--- config.mk ---
export PLATFORM = sky130hd
export DESIGN_NAME = led_cube_layer_scan
export DESIGN_NICKNAME = d
export VERILOG_FILES = /design/src/rtl/led_cube_pkg.sv /design/src/rtl/led_cube_dwell_timer.sv /design/src/rtl/led_cube_layer_scan.sv
export SDC_FILE = /design/constraint.sdc
export NUM_CORES = 1
export LEC_CHECK = 0
export ABC_CLOCK_PERIOD_IN_PS = 6400
export BUFFER_PORTS_ARGS = -buffer_cell sky130_fd_sc_hd__buf_2
export CAP_MARGIN = 15
export CORE_MARGIN = 2
export CORE_UTILIZATION = 61
export DETAILED_ROUTE_END_ITERATION = 12
export PLACE_DENSITY = 0.83
export REMOVE_ABC_BUFFERS = 1
export SETUP_SLACK_MARGIN = 0.4
export SKIP_LAST_GASP = 1
export SLEW_MARGIN = 20
export SYNTH_ARGS = -nofsm -noshare
export SYNTH_HDL_FRONTEND = slang
export SYNTH_SLANG_ARGS = --single-unit
--- constraint.sdc ---
create_clock -name clk -period 6.4 [get_ports clk]
set_input_delay 0.64 -clock clk [delete_from_list [all_inputs] [get_ports clk]]
set_output_delay 0.64 -clock clk [all_outputs]
set_load 0.02 [all_outputs]
--- src/rtl/led_cube_pkg.sv ---
// Shared types, geometry constants and the frame-buffer address packing for the LED cube scan.
package led_cube_pkg;

   typedef enum logic [1:0] {
      IDLE  = 2'd0,
      BLANK = 2'd1,
      LOAD  = 2'd2,
      SHOW  = 2'd3
   } scan_state_t;

   localparam int unsigned N_LAYERS        = 8;
   localparam int unsigned BYTES_PER_LAYER = 8;

   function automatic logic [5:0] frame_addr_pack(input logic [2:0] layer_idx,
                                                  input logic [2:0] byte_idx);
      return {layer_idx, byte_idx};
   endfunction

endpackage

--- src/rtl/led_cube_dwell_timer.sv ---
// Loadable 16-bit phase timer: times one BLANK or SHOW period and the on-window inside it.
module led_cube_dwell_timer (
   input  logic        clk,
   input  logic        rst,
   input  logic        load,
   input  logic [15:0] load_count,
   input  logic [15:0] load_on,
   output logic        on_active,
   output logic        expired
);

   logic [15:0] count_reg;
   logic [15:0] on_left_reg;
   logic [15:0] on_sat;

   // On-time can never exceed the period it sits in.
   assign on_sat = (load_on > load_count) ? load_count : load_on;

   always_ff @(posedge clk) begin
      if (rst) begin
         count_reg   <= '0;
         on_left_reg <= '0;
      end else if (load) begin
         count_reg   <= load_count;
         on_left_reg <= on_sat;
      end else begin
         if (count_reg != '0) begin
            count_reg <= count_reg - 16'd1;
         end
         if (on_left_reg != '0) begin
            on_left_reg <= on_left_reg - 16'd1;
         end
      end
   end

   // expired flags the last cycle of the running period; on_active looks one cycle ahead
   // so the owner can register its drive outputs.
   assign expired   = (count_reg == 16'd1);
   assign on_active = load ? (on_sat != '0) : (on_left_reg > 16'd1);

endmodule

--- src/rtl/led_cube_layer_scan.sv ---
// Layer-multiplex scan controller: blank, load eight column bytes, then show one layer with PWM dwell.
module led_cube_layer_scan
   import led_cube_pkg::*;
#(
   parameter int unsigned BLANK_CYCLES = 16,
   parameter int unsigned DWELL_CYCLES = 2000
) (
   input  logic        clk,
   input  logic        rst,
   input  logic        enable,
   input  logic [15:0] on_cycles,
   input  logic [7:0]  data_to_latch,
   output logic [5:0]  frame_addr,
   output logic [7:0]  latch_data,
   output logic [7:0]  latch_sel,
   output logic [7:0]  layer_en,
   output logic [2:0]  cur_layer,
   output logic        frame_done
);

   scan_state_t state_reg, state_next;
   logic [2:0]  layer_reg, layer_next;
   logic [2:0]  byte_reg, byte_next;
   logic        phase_reg, phase_next;

   logic        timer_load;
   logic [15:0] timer_count;
   logic [15:0] timer_on;
   logic        timer_on_active;
   logic        timer_expired;

   logic [5:0]  frame_addr_next;
   logic [7:0]  latch_data_next;
   logic [7:0]  latch_sel_next;
   logic [7:0]  layer_en_next;
   logic        frame_done_next;

   logic [N_LAYERS-1:0]        layer_dec;
   logic [BYTES_PER_LAYER-1:0] byte_dec;

   genvar gi;
   generate
      for (gi = 0; gi < N_LAYERS; gi++) begin : g_layer_dec
         assign layer_dec[gi] = (layer_next == 3'(gi));
      end
      for (gi = 0; gi < BYTES_PER_LAYER; gi++) begin : g_byte_dec
         assign byte_dec[gi] = (byte_next == 3'(gi));
      end
   endgenerate

   led_cube_dwell_timer u_timer (
      .clk        (clk),
      .rst        (rst),
      .load       (timer_load),
      .load_count (timer_count),
      .load_on    (timer_on),
      .on_active  (timer_on_active),
      .expired    (timer_expired)
   );

   always_comb begin
      state_next      = state_reg;
      layer_next      = layer_reg;
      byte_next       = byte_reg;
      phase_next      = phase_reg;
      timer_load      = 1'b0;
      timer_count     = 16'(BLANK_CYCLES);
      timer_on        = '0;
      frame_done_next = 1'b0;

      if (!enable) begin
         state_next = IDLE;
         layer_next = '0;
         byte_next  = '0;
         phase_next = 1'b0;
      end else begin
         unique case (state_reg)
            IDLE: begin
               state_next = BLANK;
               timer_load = 1'b1;
            end
            BLANK: begin
               if (timer_expired) begin
                  state_next = LOAD;
                  byte_next  = '0;
                  phase_next = 1'b0;
               end
            end
            LOAD: begin
               if (!phase_reg) begin
                  phase_next = 1'b1;
               end else begin
                  phase_next = 1'b0;
                  byte_next  = byte_reg + 3'd1;
                  if (byte_reg == 3'(BYTES_PER_LAYER - 1)) begin
                     state_next  = SHOW;
                     timer_load  = 1'b1;
                     timer_count = 16'(DWELL_CYCLES);
                     timer_on    = on_cycles;
                  end
               end
            end
            SHOW: begin
               if (timer_expired) begin
                  state_next = BLANK;
                  timer_load = 1'b1;
                  if (layer_reg == 3'(N_LAYERS - 1)) begin
                     layer_next      = '0;
                     frame_done_next = 1'b1;
                  end else begin
                     layer_next = layer_reg + 3'd1;
                  end
               end
            end
            default: state_next = IDLE;
         endcase
      end

      // Drive outputs are registered from the state of the coming cycle.
      frame_addr_next = frame_addr_pack(layer_next, byte_next);
      latch_data_next = latch_data;
      if (state_reg == LOAD && !phase_reg) begin
         latch_data_next = data_to_latch;
      end
      if (state_next == IDLE) begin
         latch_data_next = '0;
      end
      latch_sel_next = (state_next == LOAD && phase_next) ? byte_dec : '0;
      layer_en_next  = (state_next == SHOW && timer_on_active) ? layer_dec : '0;
   end

   always_ff @(posedge clk) begin
      if (rst) begin
         state_reg  <= IDLE;
         layer_reg  <= '0;
         byte_reg   <= '0;
         phase_reg  <= 1'b0;
         frame_addr <= '0;
         latch_data <= '0;
         latch_sel  <= '0;
         layer_en   <= '0;
         frame_done <= 1'b0;
      end else begin
         state_reg  <= state_next;
         layer_reg  <= layer_next;
         byte_reg   <= byte_next;
         phase_reg  <= phase_next;
         frame_addr <= frame_addr_next;
         latch_data <= latch_data_next;
         latch_sel  <= latch_sel_next;
         layer_en   <= layer_en_next;
         frame_done <= frame_done_next;
      end
   end

   assign cur_layer = layer_reg;

endmodule
Word-level counts from Yosys, hierarchy flattened
Index checks and enable logic that the tools add are counted.
{ "classes": {"n_addsub": 4, "mul": 0, "div": 0, "magnitude_cmp": 2, "eq_ne": 22, "shift": 0, "mux": 38, "bitwise_logic": 5, "reduce_logical": 17} }
{ "op_table": {"columns": ["cell", "n"], "rows": [
  ["$mux W16", 9],
  ["$reduce_bool A16 Y1", 3],
  ["$mux W11", 4],
  ["$sub A16 B1 Y16 const B", 2],
  ["$eq A3 B3 Y1 const B", 10],
  ["$mux W3", 7],
  ["$eq A16 B1 Y1 const B", 1],
  ["$gt A16 B1 Y1 const B", 1],
  ["$gt A16 B11 Y1", 1],
  ["$eq A3 B2 Y1 const B", 4],
  ["$mux W2", 5],
  ["$mux W1", 9],
  ["$eq A2 B2 Y1 const B", 4],
  ["$pmux W2 S4", 1],
  ["$add A3 B1 Y3 const B", 2],
  ["$eq A3 B1 Y1 const B", 2],
  ["$logic_not A3 Y1", 2],
  ["$pmux W3 S2", 1],
  ["$reduce_or A2 Y1", 3],
  ["$not A1 Y1", 5],
  ["$logic_not A2 Y1", 2],
  ["$reduce_bool A2 Y1", 2],
  ["$reduce_or A4 Y1", 1],
  ["$logic_and A1 B1 Y1", 3],
  ["other kinds (4)", 4]
]} }
{ "word_totals": {"ff_bits": 72, "latch_bits": 0, "ram_bits": 0, "mem_bits_ro": 0, "in_bits": 27, "n_memories": 0} }

Longest topological paths before layout
Gate-level depths: netlist of run 1.
{ "logic_depth": {"word_depth": 12, "depth_mapped": 14, "ltp_nobuf": 12} }

By module
A second synthesis of run 1 with hierarchy kept.
{ "hier_totals": {"cells_unflattened": 483, "hier_area_um2": 4180.3} }
{ "by_module_without_submodules": {"columns": ["module", "n_inst", "cells_per_inst", "area_each_um2"], "rows": [
  ["led_cube_dwell_timer", 1, 307, 2446.1],
  ["led_cube_layer_scan", 1, 176, 1734.2]
]} }

Least setup slack after synthesis of run 1
OpenSTA, ideal clock, no wires.
{ "synth_timing": {"path_kind": "register to register", "startpoint": "register, netlist name frame_addr[0]", "endpoint": "register u_timer.on_left_reg[10]", "setup_time_ns": 0.139, "arrival_ns": 2.874, "path_slack_ns": 3.387, "path_stages_with_launch": 14, "n_path_buf": 1, "path_cell_list": "dfxtp_1 ha_1 ha_1 and4_4 buf_6 inv_1 nor2_1 ha_1 nand3_1 a21o_1 or4_4 o21ai_4 o21a_1 a221oi_1"} }
{ "synth_lines": {"columns": ["item", "line", "text"], "rows": [
  ["end signal: assignment", "led_cube_dwell_timer.sv:25", "on_left_reg <= on_sat;"],
  ["end signal: assignment", "led_cube_dwell_timer.sv:31", "on_left_reg <= on_left_reg - 16'd1;"],
  ["end: declaration", "led_cube_dwell_timer.sv:13", "logic [15:0] on_left_reg;"]
]} }

Final worst setup path of run 1
{ "layout_timing": {"startpoint": "register state_reg[1]", "endpoint": "register layer_en[0]"} }
{ "layout_via": {"elab_chain_cells": 10, "elab_cells_between_ends": 27} }
{ "layout_rtl": {"columns": ["item", "line", "text"], "rows": [
  ["start: declaration", "led_cube_layer_scan.sv:21", "scan_state_t state_reg, state_next;"],
  ["start signal: assignment", "led_cube_layer_scan.sv:144", "state_reg <= state_next;"],
  ["$eq A2 B2 Y1", "led_cube_layer_scan.sv:77", "unique case (state_reg)"],
  ["$mux W16 or $mux W11 (tied branches)", "led_cube_layer_scan.sv:77", null],
  ["$mux W16 or $mux W11 (tied branches)", "led_cube_layer_scan.sv:71", "if (!enable) begin"],
  ["$gt A16 B11 Y1", "led_cube_dwell_timer.sv:17", "assign on_sat = (load_on > load_count) ? load_count : load_on;"],
  ["$mux W16", "led_cube_dwell_timer.sv:17", null],
  ["$reduce_bool A16 Y1", "led_cube_dwell_timer.sv:39", "assign on_active = load ? (on_sat != '0) : (on_left_reg > 16'd1);"],
  ["$mux W1", "led_cube_dwell_timer.sv:39", null],
  ["$logic_and A1 B1 Y1", "led_cube_layer_scan.sv:129", "layer_en_next = (state_next == SHOW && timer_on_active) ? layer_dec : '0;"],
  ["$not A1 Y1 (no line)", null, null],
  ["$reduce_or A2 Y1 (no line)", null, null],
  ["end signal: assignment", "led_cube_layer_scan.sv:151", "layer_en <= layer_en_next;"],
  ["end: declaration", "led_cube_layer_scan.sv:16", "output logic [7:0] layer_en,"]
]} }
Several ways; a longest one is shown, not always the timed one.
A chain may end at the register's enable or synchronous reset.

==> impl_metrics.ini, run 1 <==
[synth]
synth_top_area_cell = dfxtp_1
syn_area_per_cell_um2 = 8.74
synth_async_sr_flop_share = 0
yosysUniqueCellTypes = 69
netlist_area_um2 = 3600
synth_top_area_share = 0.367
synth_fa_ha_area_frac = 0.0660
synth_edf_count = 0
synth_xor_area_frac = 0.0438
ys_seq_elements = 66
muxShareOfSynthArea = 0.0292
synth-simple-area-share = 0.281
netlist_top_cells_area = dfxtp_1 (37%), ha_1 (6.6%), nor2_1 (5.2%)
synthCells = 412
ys_seq_area_frac = 0.367
ys.flop_type = dfxtp_1
synth-compound-area-share = 0.167
synth_top_family_by_area = simple AND/OR/NAND/NOR gates
synth_warnings = 0

[final_layout]
finalNetCount = 513
area_growth_pct = 14.7
stdcell_area_um2 = 4130
regArea_um2 = 1320
mostFrequentLayoutCells = dfxtp_1 (66), buf_2 (60), nor2_1 (50), nand2_1 (35), a21oi_1 (25)
multi_input_area_um2 = 2110
finalCoreUtilization = 0.736
antenna-diode-count = 0
final_common_cell = dfxtp_1
fillers = 437
layout-drive-gt1-share = 0.210

[sta]
final_hold_viol_count = 0
drv_slew = 0
rsz0062_at_grt = false
fmax_ghz = 0.300
max-slew-margin-rel = 0.393
setup_slack_ns = 3.07
finClkSkew_ns = 0.00888
post-route-period-util = 0.520
setup_viol = 0
tightest_slew_ns = 0.909
fin_setup_tns_ns = 0
fin_crit_ns = 3.33

[clocking]
ctsRootBufferMaster = clkbuf_8
cts_buffers = 9
ctsLongestPathBuffers = 2
clock_latency_ns = 0.34
path_clk_slew_ns = 0.08
ctsResizeCount = 0
cts_hold_buf = 0
cts.sink_count = 66
tritoncts = built
cts_setup_buffers = 0
cts_max_level = 3

[grt]
grt_pass1_vias = 3026
grt_pass1_wl_mm = 13.9
gr-usage-all-layers = 0.275
grt.overflow.total = 0
grtUsageMet1 = 0.342
grt_use_met3 = 0.0556
busiest_layer = met2
antenna_found_initial = 0
grt_start_max_net_pins = 20
globalRouteMet2Util = 0.457

[floorplan]
dieArea_um2 = 6530
die_h_um = 80.8
io_pins = 61
die_w_um = 80.8
initial_utilization = 0.642
core_um2 = 5610
row_count = 27

[power_and_ir_drop]
ir_worst_vdd_mv = 0.206
power_mw = 1.32
power_leakage_nw = 1.77
p_per_area_nw_per_um2 = 319

[detailed_routing]
drc_errors = 0
drtPass1Iterations = 4
dr.first_iter.drc_count = 178
wirelength_mm = 8.53
drt-vias-per-instance = 6.06
ant_nets = 0
avgRoutedWirePerCell_um = 15.7
vias = 3299

[critical_path]
worst-setup-path-type = register to register
start_kind = register
crit_path_end_kind = register
cp_max_fo = 11
arrival_ns = 3.56
worstPathRequired_ns = 6.63

[status]
outcome = finished clean

[placement]
place_ws_ns = 3.11
placedInstanceArea_um2 = 3890
io_buffers = 60
gp_congestion = 0.882
dpl.hpwl_mm = 6.19

[min_path]
worstHoldPathType = register to register

[job]
maxCapViolations = 0
where the power goes:
part / internal, mW / leakage (nW) / switching [mW] / total, mW
clock: 0.251 / 0.119 / 0.163 / 0.414
sequential: 0.454 / 0.536 / 0.0564 / 0.510
combinational: 0.164 / 1.11 / 0.228 / 0.391
total: 0.868 / 1.77 / 0.447 / 1.32
cells in the mapped netlist, types with 4 or more instances:
master / n
or4_1: 6
a21o_1: 4
inv_1: 17
a31oi_1: 5
a21oi_1: 25
ha_1: 19
buf_2: 5
xnor2_1: 7
nand2_1: 35
nor2_1: 50
or3_1: 5
nand4_1: 6
nor4_1: 20
xor2_1: 11
o21a_1: 6
nor2b_1: 4
dfxtp_1: 66
nor3_1: 15
clkbuf_1: 5
mux2i_1: 9
nand2b_1: 4
o21ai_0: 6
nand3_1: 9
a221oi_1: 5
cells by family (layout without fill, tap and decap cells):
group                    after synthesis  count (layout)
XOR/XNOR                              18              18
flip-flops                            66              66
adder cells (fa/ha/maj)               19              19
AND/OR/NAND/NOR                      183             183
buffers and inverters                 33              93
AO/OA/AOI/OAI                         83              83
multiplexers                          10              10
metal layers:
layer	share of wire	vias up
met5	0	-
met4	0.018	0
met3	0.062	18
met2	0.47	118
met1	0.45	1535
li1	-	1628
worst max-delay path: stages, from the launching register on:
cell and delay [ns]:
dfxtp_1 0.52, ha_1 0.41, and4_4 0.35, inv_1 0.18, ha_1 0.38, o211a_1 0.13
a221oi_1 0.37, o221ai_2 0.23, nor3_2 0.39, nand4b_1 0.20, a21oi_1 0.06
metrics by stage:
| step | hold slack, ns | std cells |
|---|---|---|
| detailed placement | 0.473 | 528 |
| floorplan | 0.443 | 396 |
| CTS | 0.486 | 544 |
| global route | 0.518 | 544 |
| finish | 0.486 | 544 |
| global placement | 0.459 | 528 |
final timing paths:
path,start,end,slack (ns),cells past startpoint
max,state_reg[1],layer_en[0],3.07,10
min,u_timer.on_left_reg[13],u_timer.on_left_reg[13],0.49,2
max reg2reg,state_reg[1],layer_en[0],3.07,10
min reg2reg,u_timer.on_left_reg[13],u_timer.on_left_reg[13],0.49,2
layout make-up:
cell class	instances	area share
inverters	17	0.0155
clock inverters	4	0.0176
repair buffers	60	0.0727
well taps	72	0.0218
clock buffers	12	0.0400
multi-input cells	313	0.512
flip-flops and latches	66	0.320
(Power assumes the default switching activity.)
==> run 2: changes to the inputs <==
- ABC_AREA: default -> 1
- ABC_CLOCK_PERIOD_IN_PS: 6400 -> 2800
- CORE_UTILIZATION: 61 -> 51
- PLACE_DENSITY: 0.83 -> 0.74
- clock period: 6.4 -> 2.8 ns (I/O delays scaled with it)
==> run 2 against run 1 <==
Register-to-register slack lost 2.8 ns. Die area up 16%. Setup slack worse by 2.8 ns. Clock-buffer cell count shrank 3. Worst hold slack lost 0.31 ns. Clock skew decreased by 0.0021 ns. Highest routed layer unchanged.
==> impl_metrics.ini, run 2 <==
[synth]
yosysUniqueCellTypes = 38
synthCells = 482
synthTopCellsByCount = nor2_1 (88), nand2_1 (82), dfxtp_1 (66)
synth_top_area_cell = dfxtp_1
netlist_area_um2 = 3520
ys_seq_elements = 66
synth_edf_count = 0
syn_area_per_cell_um2 = 7.31
synth_top_area_share = 0.375
ys_seq_area_frac = 0.375
synth_async_sr_flop_share = 0
synth_warnings = 0
netlist_top_cells_area = dfxtp_1 (37%), nor2_1 (9.4%), nand2_1 (8.7%)
yosysMostFrequentCell = nor2_1
ys.flop_type = dfxtp_1

[final_layout]
fillers = 560
regArea_um2 = 1320
finalNetCount = 608
mostFrequentLayoutCells = nor2_1 (85), nand2_1 (77), dfxtp_1 (64), buf_2 (60), inv_1 (49)
multi_input_area_um2 = 2100
layout-drive-gt1-share = 0.268
final_common_cell = nor2_1
finalCoreUtilization = 0.655
area_growth_pct = 25.5
antenna-diode-count = 0

[power_and_ir_drop]
pwr-share-seq = 0.340
p_sw_frac = 0.387
p_clk_frac = 0.265
p_int_mw = 2.26
p_comb_frac = 0.395
ir_worst_vdd_mv = 0.334
power_leakage_nw = 2.07
switchingPower_mw = 1.42
p_per_area_nw_per_um2 = 832

[critical_path]
path_delay_family = simple AND/OR/NAND/NOR gates
cp_max_fo = 8
path_common_cell = nand2_1
arrival_ns = 2.74
worst-setup-path-type = register to register
crit_path_end_kind = register
r2r_slack_ns = 0.32
slowest_stage = dfxtp_2
crit_chain = ha_4 > ha_4 > nand3_4 > nor2_4 > inv_6 > nor2_4 > ha_1 > nand2_1 > inv_1 > o211ai_1 > nand2_1 > nand2_2 > nand2_2 > nand3_2 > nand2_1 > inv_1 > nand3_2 > nand2_4 > nor2_1
start_kind = register
path_buf_inv = 3
worstPathRequired_ns = 3.05
cpPeakStageDelay_ns = 0.36

[sta]
fin_setup_tns_ns = 0
fin_crit_ns = 2.48
setup_viol = 0
max-slew-margin-rel = 0.646
fin_hold_ws_ns = 0.173
drv_slew = 0
tightest_slew_ns = 0.529
final_hold_viol_count = 0
rsz0062_at_grt = true
fmax_ghz = 0.403
finClkSkew_ns = 0.00677
post-route-period-util = 0.887

[clocking]
ctsLongestPathBuffers = 2
path_clk_slew_ns = 0.07
cts.sink_count = 66
cts_buffers = 9
cts_hold_buf = 0
ctsRootBufferMaster = clkbuf_8
tritoncts = built
cts_max_level = 3
clock_latency_ns = 0.35

[grt]
grt_pass1_wl_mm = 14.6
grt_start_max_net_pins = 19
grt_pass1_vias = 3420
gr-usage-all-layers = 0.242
grt.overflow.total = 0
antenna_found_initial = 0

[placement]
dpl.hpwl_mm = 5.97
gp_congestion = 0.852
io_buffers = 60

[detailed_routing]
drc_errors = 0
avgRoutedWirePerCell_um = 13.2
wirelength_mm = 8.52
vias = 3449
ant_nets = 0
drt-vias-per-instance = 5.33
drtPass1Iterations = 4
dr.first_iter.drc_count = 169

[floorplan]
initial_utilization = 0.522
dieArea_um2 = 7590
io_pins = 61
die_h_um = 87.1
die_w_um = 87.1
core_um2 = 6760
row_count = 30

[status]
outcome = finished clean

[job]
maxCapViolations = 0

[min_path]
worstHoldPathType = primary input to register
[run 2: cell count changes after synthesis, sizes merged, moves of 12 or more]
| cell | before | now |
|---|---|---|
| a21oi | 26 | 38 |
| inv | 17 | 58 |
| nand2 | 35 | 87 |
| nand3 | 10 | 27 |
| nor2 | 50 | 98 |
| nor4 | 23 | 1 |
| o21ai | 8 | 22 |
[run 2: final cells by class]
type	count	share of cell area
flip-flops and latches	66	0.299
repair buffers	76	0.0979
clock inverters	7	0.0266
clock buffers	9	0.0280
well taps	80	0.0226
multi-input cells	351	0.474
inverters	58	0.0515
[run 2: what timing repair did]
action,4_1_cts,5_1_grt
endpoints found under the setup margin,19,19
endpoints found under the hold margin,0,0
resized for setup,35,5
gates cloned,0,0
setup buffers,12,1
pin swaps,14,4
[run 2: logic make-up after synthesis]
kind of cell / after synthesis / share of synthesized area
AND/OR/NAND/NOR: 241 / 0.321
AO/OA/AOI/OAI: 75 / 0.119
buffers and inverters: 65 / 0.0777
adder cells (fa/ha/maj): 19 / 0.0674
flip-flops: 66 / 0.375
XOR/XNOR: 16 / 0.0398
[run 2: metrics by stage]
step                cell area (um2)  total power, mW  std cells  setup slack [ns]
CTS                            4400             3.68        646             0.396
finish                         4420             3.68        647             0.316
global route                   4420             3.98        647             0.183
detailed placement             3900             2.69        618            0.0398
global placement               3900             2.66        618             0.201
floorplan                      3470             2.42        475             0.140
[run 2: metal layers]
metal | part of all wire | GRT usage | up-vias
met5 | 0 | 0 | -
met4 | 0.035 | 0.144 | 0
met3 | 0.046 | 0.0464 | 32
met2 | 0.48 | 0.405 | 107
met1 | 0.44 | 0.286 | 1579
li1 | - | - | 1731
[run 2: worst paths after layout]
check | from | to | cells past startpoint
setup / recovery | frame_addr[0] | layer_en[6] | 19
hold / removal | data_to_latch[7] | latch_data[7] | 3
setup reg to reg | frame_addr[0] | layer_en[6] | 19
hold reg to reg | latch_data[3] | latch_data[3] | 2
[run 2: tightest hold or removal path, stage by stage]
cell and delay, ns:
buf_2 0.09, nand2_1 0.05, a21oi_1 0.06
[run 2: power groups by stage]
stage                     combinational, mW  sequential (mW)  clock [mW]
after floorplan                        1.18             1.23           0
final                                  1.45             1.25       0.976
after global routing                   1.68             1.28        1.03
after global placement                 1.40             1.26           0
after detailed placement               1.43             1.26           0
after CTS                              1.44             1.25       0.991
